==> src/rtl/io_pkg.sv <==
// Shared definitions for the IO feeder receiver.
// Holds the handshake FSM states, the command encoding and default sizes.
package io_pkg;

    typedef enum logic [1:0] {
        IDLE = 2'd0,
        ACK  = 2'd1,
        RUN  = 2'd2,
        FIN  = 2'd3
    } state_e;

    localparam logic CMD_LOAD    = 1'b1;
    localparam logic CMD_PROCESS = 1'b0;

    localparam int DEFAULT_DATA_W = 32;
    localparam int DEFAULT_DEPTH  = 64;

endpackage

==> src/rtl/io_word_buffer.sv <==
// On-chip word store for loaded feeder data.
// It has one synchronous write port and one registered read port; reading the address being written returns the old word.
module io_word_buffer
    import io_pkg::*;
#(
    parameter int DATA_W = DEFAULT_DATA_W,
    parameter int DEPTH  = DEFAULT_DEPTH,
    parameter int ADDR_W = $clog2(DEPTH)
) (
    input  logic              clk,
    input  logic              reset,
    input  logic              wrEn_i,
    input  logic [ADDR_W-1:0] wrAddr_i,
    input  logic [DATA_W-1:0] wrData_i,
    input  logic [ADDR_W-1:0] rdAddr_i,
    output logic [DATA_W-1:0] rdData_o
);

    logic [DATA_W-1:0] mem [DEPTH];
    logic [DATA_W-1:0] rdData_q;

    // The storage array has no reset, so its contents survive a receiver reset.
    always_ff @(posedge clk) begin
        if (wrEn_i) begin
            mem[wrAddr_i] <= wrData_i;
        end
    end

    always_ff @(posedge clk) begin
        if (reset) begin
            rdData_q <= '0;
        end else begin
            rdData_q <= mem[rdAddr_i];
        end
    end

    assign rdData_o = rdData_q;

endmodule

==> src/rtl/io_receiver.sv <==
// Accelerator-side end of the IO feeder protocol.
// It buffers loaded words, starts the solver core on a process command and acknowledges the feeder through done.
module io_receiver
    import io_pkg::*;
#(
    parameter int DATA_W = DEFAULT_DATA_W,
    parameter int DEPTH  = DEFAULT_DEPTH,
    parameter int ADDR_W = $clog2(DEPTH)
) (
    input  logic              clk,
    input  logic              reset,
    input  logic              intrpt,
    input  logic              cmd,
    input  logic [DATA_W-1:0] dataBus,
    output logic              done,
    output logic              proc_start,
    input  logic              proc_done,
    input  logic [ADDR_W-1:0] rd_addr,
    output logic [DATA_W-1:0] rd_data,
    output logic [ADDR_W:0]   word_count,
    output logic              overflow
);

    localparam logic [ADDR_W:0] FULL_COUNT = (ADDR_W + 1)'(DEPTH);
    localparam logic [ADDR_W:0] ONE_WORD   = (ADDR_W + 1)'(1);

    state_e          state_q;
    logic            done_q;
    logic            procStart_q;
    logic            overflow_q;
    logic            overflow_d;
    logic [ADDR_W:0] wordCount_q;
    logic [ADDR_W:0] wordCount_d;
    logic            loadReq;
    logic            bufferFull;
    logic            wrEn;

    assign loadReq    = (state_q == IDLE) && intrpt && (cmd == CMD_LOAD);
    assign bufferFull = (wordCount_q >= FULL_COUNT);
    assign wrEn       = loadReq && !bufferFull && !reset;

    // A load into a full buffer is dropped and only leaves the sticky overflow mark.
    always_comb begin
        wordCount_d = wordCount_q;
        overflow_d  = overflow_q;
        if (loadReq) begin
            if (bufferFull) begin
                overflow_d = 1'b1;
            end else begin
                wordCount_d = wordCount_q + ONE_WORD;
            end
        end
    end

    always_ff @(posedge clk) begin
        if (reset) begin
            state_q     <= IDLE;
            done_q      <= 1'b0;
            procStart_q <= 1'b0;
            wordCount_q <= '0;
            overflow_q  <= 1'b0;
        end else begin
            procStart_q <= 1'b0;
            wordCount_q <= wordCount_d;
            overflow_q  <= overflow_d;
            case (state_q)
                IDLE: begin
                    if (intrpt && cmd == CMD_LOAD) begin
                        done_q  <= 1'b1;
                        state_q <= ACK;
                    end else if (intrpt && cmd == CMD_PROCESS) begin
                        procStart_q <= 1'b1;
                        state_q     <= RUN;
                    end
                end
                ACK: begin
                    if (!intrpt) begin
                        done_q  <= 1'b0;
                        state_q <= IDLE;
                    end
                end
                RUN: begin
                    // A proc_done seen alongside the start pulse belongs to the previous job.
                    done_q <= 1'b0;
                    if (proc_done && !procStart_q) begin
                        done_q  <= 1'b1;
                        state_q <= FIN;
                    end
                end
                FIN: begin
                    if (!intrpt) begin
                        done_q  <= 1'b0;
                        state_q <= IDLE;
                    end
                end
                default: begin
                    done_q  <= 1'b0;
                    state_q <= IDLE;
                end
            endcase
        end
    end

    io_word_buffer #(
        .DATA_W (DATA_W),
        .DEPTH  (DEPTH),
        .ADDR_W (ADDR_W)
    ) wordBuffer (
        .clk      (clk),
        .reset    (reset),
        .wrEn_i   (wrEn),
        .wrAddr_i (wordCount_q[ADDR_W-1:0]),
        .wrData_i (dataBus),
        .rdAddr_i (rd_addr),
        .rdData_o (rd_data)
    );

    assign done       = done_q;
    assign proc_start = procStart_q;
    assign word_count = wordCount_q;
    assign overflow   = overflow_q;

endmodule

==> config.mk <==
export PLATFORM = sky130hd
export DESIGN_NAME = io_receiver
export DESIGN_NICKNAME = d
export VERILOG_FILES = /design/src/rtl/io_pkg.sv /design/src/rtl/io_word_buffer.sv /design/src/rtl/io_receiver.sv
export SDC_FILE = /design/constraint.sdc
export NUM_CORES = 2
export LEC_CHECK = 0
export ABC_CLOCK_PERIOD_IN_PS = 16400
export BUFFER_PORTS_ARGS = -buffer_cell sky130_fd_sc_hd__buf_2
export CELL_PAD_IN_SITES_DETAIL_PLACEMENT = 1
export CELL_PAD_IN_SITES_GLOBAL_PLACEMENT = 2
export CORE_MARGIN = 2
export CORE_UTILIZATION = 55
export DETAILED_ROUTE_END_ITERATION = 7
export PLACE_DENSITY = 0.86
export SYNTH_ARGS = -nofsm -noshare
export SYNTH_HDL_FRONTEND = slang
export SYNTH_SLANG_ARGS = --single-unit
==> constraint.sdc <==
create_clock -name clk -period 16.4 [get_ports clk]
set_input_delay 2.46 -clock clk [delete_from_list [all_inputs] [get_ports clk]]
set_output_delay 2.46 -clock clk [all_outputs]
set_load 0.05 [all_outputs]
# Word level (Yosys, flattened, before mapping)
# Memory sizes are Yosys's and may differ from the RTL's. A register that Yosys moved wholly into a read port is not among the register bits.
# Cells that the tools add are included.
[word_totals]
output_inout_bits = 42
in_bits = 43
word_cells = 47
mem_count = 1
ram_bits = 2048
regBits = 12
[classes]
bitwise = 3
add_sub_neg = 1
eq_ne = 7
n_reduce_logical = 17
n_mux = 12
magnitude_cmp = 1
[mem_list]
columns = ["memory", "words", "word_bits", "read_ports", "rd_ports_with_merged_regs", "wr", "line", "rtl"]
rows = [
  ["wordBuffer.mem", 64, 32, 1, 1, 1, "io_word_buffer.sv:19", "logic [DATA_W-1:0] mem [DEPTH];"],
]
[ops]
columns = ["op", "n"]
rows = [
  ["2-to-1 mux 2 bit", 4],
  ["adder 7 x 1 -> 7 bit (second input constant)", 1],
  [">= comparator 7 bit (second input constant)", 1],
  ["logical AND 1 bit", 7],
  ["2-to-1 mux 1 bit", 6],
  ["case mux 2 bit (3 select lines)", 1],
  ["AND reduction 2 bit", 3],
  ["equality test 2 bit (second input constant)", 2],
  ["!= test 2 bit (second input constant)", 2],
  ["zero test 1 bit", 3],
  ["!= test 3 x 1 -> 1 bit (second input constant)", 1],
  ["NOT 1 bit", 3],
  ["case mux 1 bit (3 select lines)", 1],
  ["AND reduction 3 bit", 1],
  ["OR reduction 3 bit", 1],
  ["equality test 2 x 1 -> 1 bit (second input constant)", 1],
  ["zero test 2 bit", 1],
  ["!= test 2 x 1 -> 1 bit (second input constant)", 1],
  ["OR reduction 2 bit", 1],
]

# Longest topological paths before layout
[depth]
depth_word = 7
mapped_depth = 11
depth_no_buf = 6

# By module
# A second synthesis with hierarchy kept.
[hier_totals]
hier_cells = 3448
hier_area_um2 = 79946.7
[modules_own_cells]
columns = ["mod", "area_per_inst_um2", "seq_area_each_um2", "instances", "cells_each"]
rows = [
  ["io_word_buffer", 79364.9, 62139.6, 1, 3386],
  ["io_receiver", 581.8, 240.2, 1, 62],
]

# Worst setup path after synthesis
# No wires, ideal clock.
[synth_timing]
path_kind = "input port to flip-flop"
from = "input cmd"
to = "memory wordBuffer.mem[48][0] (netlist bit) (enable)"
n_path_buf = 1
required_time_ps = 15898
slack_ps = 9285
arrival_ps = 6613
stages = 6
setup_time_ps = 502
cell_sequence = "nor2b_1 nor2b_1 nand2b_1 or4_1 clkbuf_1 nor4_1"
[synth_between]
elab_chain_len = 5
[synth_lines]
columns = ["item", "line", "rtl"]
rows = [
  ["start: declaration", "io_receiver.sv:13", "input logic cmd,"],
  ["logical AND 1 bit", "io_receiver.sv:38", "assign loadReq = (state_q == IDLE) && intrpt && (cmd == CMD_LOAD);"],
  ["logical AND 1 bit (2 in series)", "io_receiver.sv:40", "assign wrEn = loadReq && !bufferFull && !reset;"],
  ["2-to-1 mux 1 bit", "io_word_buffer.sv:24", "if (wrEn_i) begin"],
  ["2-to-1 mux 1 bit (implied by the code)", "io_word_buffer.sv:25", "mem[wrAddr_i] <= wrData_i;"],
  ["end: declaration", "io_word_buffer.sv:19", ""],
]
# Every way passes these cells.

==> run metrics <==
status=finished, final reports clean; Overflow after GRT=0; cts hold-fix bufs=0; crit path DAT=6.96 ns; area of the mapped netlist=79,900 sq um; Area Growth Syn to Fin=12.0%; Core ar.=~140,000 sq um; Place WS=around 9.2 ns; CP Cell Sequence=buf_8 > buf_4 > buf_4 > buf_4 > mux4_2 > mux4_2 > o22ai_1 > a31oi_1; syn_nets=3,497; CP most frequent cell=buf_4; layout cell share with drive strength beyond 1=slightly below 30%; Reg2Reg Setup Slack=12.22 ns; Placer Congestion=0.800; CTS max path bufs=3; clock skew=0.0245 ns; Slew @ Worst Pin=between 1 and 1.5 ns; largest net degree at the start of global routing=123; fmax=159 MHz; Mean Syn Cell Area=23.1 sq um; CP Launch Type=input port; dpl cells=between 5,000 and 6,000; Data required, critical path=between 15 and 20 ns; final period utilization=a little under two fifths; Worst Hold Launch=overflow; post_cts resized=0; RSZ-0062 raised after global routing=no; yosys warns=0; drt via density=between 7 and 8; clock latency at the later pin of the worst-skew pair=roughly 0.85 ns; share of the synthesized area in the top cell type=between 70% and 80%; number of I/O pins=85; Final TNS setup=0 ns; first-pass GRT wire length=between 300,000 and 400,000 um; Slew headroom=22.1%; H-tree depth=4; via count=just over 40,000; clock sinks=around 2,100; most frequent cells after synthesis=edfxtp_1 (2,048), mux4_2 (535), mux2i_1 (135); Std-Cell Rows=139; Fin. Hold Viols=0; max-slew violation count=0; final worst slack=slightly above 10 ns; hold endpoint=overflow; reg2reg end=wordBuffer.mem[20][14]; share of the yosys chip area belonging to registers=roughly four fifths; chip width=slightly below 400 um; final setup violation count=0; Leak=28.0 nW; number of DRC markers in iteration 0=6,387; slowest CP cell=buf_4; PortBufs=84; hpwl dp=122,000 um; Final Critical Period=approximately 6.3 ns; fin nets=roughly 3,700; Post-synth EDFFs=about 2,000; Yosys reg bits=approximately 2,100; TritonCTS clock tree=built; Max stage delay on crit path=0.79 ns; Reg2Reg Launch Point=state_q[0]; fin util=62.2%; total CTS buffers=about 200; Min-Delay Path Class=register to register; Max Cap Viol=0; worst hold slack=between 0.4 and 0.5 ns; largest area contributor in the netlist=edfxtp_1; Final ANT Viol Nets=0; DR pass1 iterations=6; largest cells by area after synthesis=edfxtp_1 (77%), mux4_2 (15%), mux2i_1 (1.7%); Clk Tree Root Cell=clkbuf_16; DRC viols=0; Routed WL=between 200,000 and 250,000 um; Starting Density=55.5%; Worst setup EP type=register; die height=just under 400 um; die area=148,000 sq um; initial antenna violation count=18; Syn Inst Count=between 3,000 and 4,000; Most used DFF post-synth=edfxtp_1; kind of critical path=input port to register; post-CTS setup buffers=0; hold-critical path depth=2; vias in the first global route=41,800; maximum vdd drop=about 0.12 mV; total track usage=between 30 and 40%; clock-pin slew reported for the worst setup and hold paths after clock tree synthesis=~0.060 ns; pwr dens=approximately 120 nW/um^2; Synth cell types=52; most common cell in the netlist=edfxtp_1; worst-case reg-to-reg path depth=7; WL per Instance=about 40 um; fin cells=around 5,700; maximum fanout along the worst path=71; asr flop ratio synth=0%
## where the power goes
group	total [W]	switching, W	internal, W
Sequential	0.00589	0.0000122	0.00588
Combinational	0.000502	0.000323	0.000180
Clock	0.00459	0.00199	0.00261
Total	0.0110	0.00232	0.00866
## cell type report
type | count | area (sq um)
tap | 1903 | 2380
multi-input combinational | 1167 | 16900
timing repair buffer | 191 | 1300
fill | 11400 | 54400
clock buffer | 271 | 5510
antenna | 3 | 7.51
inverter | 1 | 3.75
clock inverter | 99 | 957
sequential | 2092 | 62400
## critical path: cells and delay by family
family,cells,cell delay [ns]
AO/OA/AOI/OAI,2,0.36
buffers and inverters,4,2.86
multiplexers,2,1.10
## placed cells by master, fill, tap and decap left out, types with 7 or more instances in the layout
master,netlist,routed
edfxtp_1,2048,2048
mux4_2,535,535
clkbuf_16,0,202
mux2i_1,135,135
buf_4,38,104
buf_2,55,80
nor2_4,0,54
clkbuf_1,71,49
nand2_1,45,45
a21oi_1,44,44
dfxtp_1,44,44
clkinv_2,0,42
a22oi_1,39,39
nor2b_1,37,36
mux2_2,35,35
nor2_1,90,33
a211oi_1,24,24
clkinv_1,0,21
clkbuf_8,0,20
nand3_1,19,19
o22ai_1,17,17
o21ai_0,16,16
bufinv_16,0,16
a31oi_1,15,15
nand2b_1,15,14
o211ai_1,11,11
or3_1,9,9
nor3_1,14,9
clkinvlp_4,0,8
inv_6,0,7
## kinds of logic (layout without fill, tap and decap cells)
logic type                 Yosys count  in the layout  synth area share [%]
AOI/OAI and AO/OA                  196            196                  1.64
xor gates and xnor gates             4              4                0.0439
adders and majority gates            1              1                0.0157
buffers and inverters              194            562                  1.32
DFF                               2092           2092                  78.1
muxes                              705            705                  17.3
other                                0              3                     0
and+or+nand+nor                    261            261                  1.59
## layer usage
| metal | global-route usage [%] | vias to the layer above | wire [um] |
|---|---|---|---|
| met5 | 0 | - | 119 |
| met4 | 13.0 | 16 | 10400 |
| met3 | 7.69 | 589 | 26300 |
| met2 | 48.1 | 3080 | 107000 |
| met1 | 43.7 | 21500 | 83500 |
| li1 | - | 15100 | - |
## flip-flops by register name (all words and copies together) (netlist names)
signal,count
state_q,2
wordBuffer.rdData_o,32
word_count,7
done,1
proc_start,1
wordBuffer.mem,2048
overflow,1
## through the flow
step                      instance area [sq um]  power (W)
final                                     89400     0.0110
after floorplan                           79900    0.00631
after CTS                                 89400     0.0110
after global routing                      89400     0.0112
after global placement                    83000    0.00648
after detailed placement                  83000    0.00650
## worst max path at each step
stage	start	endpoint	cells after the start
2_1_floorplan	cmd	wordBuffer.mem[48][0]	6
3_3_place_gp	rd_addr[0]	wordBuffer.rdData_o[0]	10
3_5_place_dp	rd_addr[0]	wordBuffer.rdData_o[4]	8
4_1_cts	rd_addr[0]	wordBuffer.rdData_o[4]	8
5_1_grt	rd_addr[0]	wordBuffer.rdData_o[4]	8
6_report	rd_addr[0]	wordBuffer.rdData_o[4]	8
No activity file was read; power rests on OpenSTA's default activity.
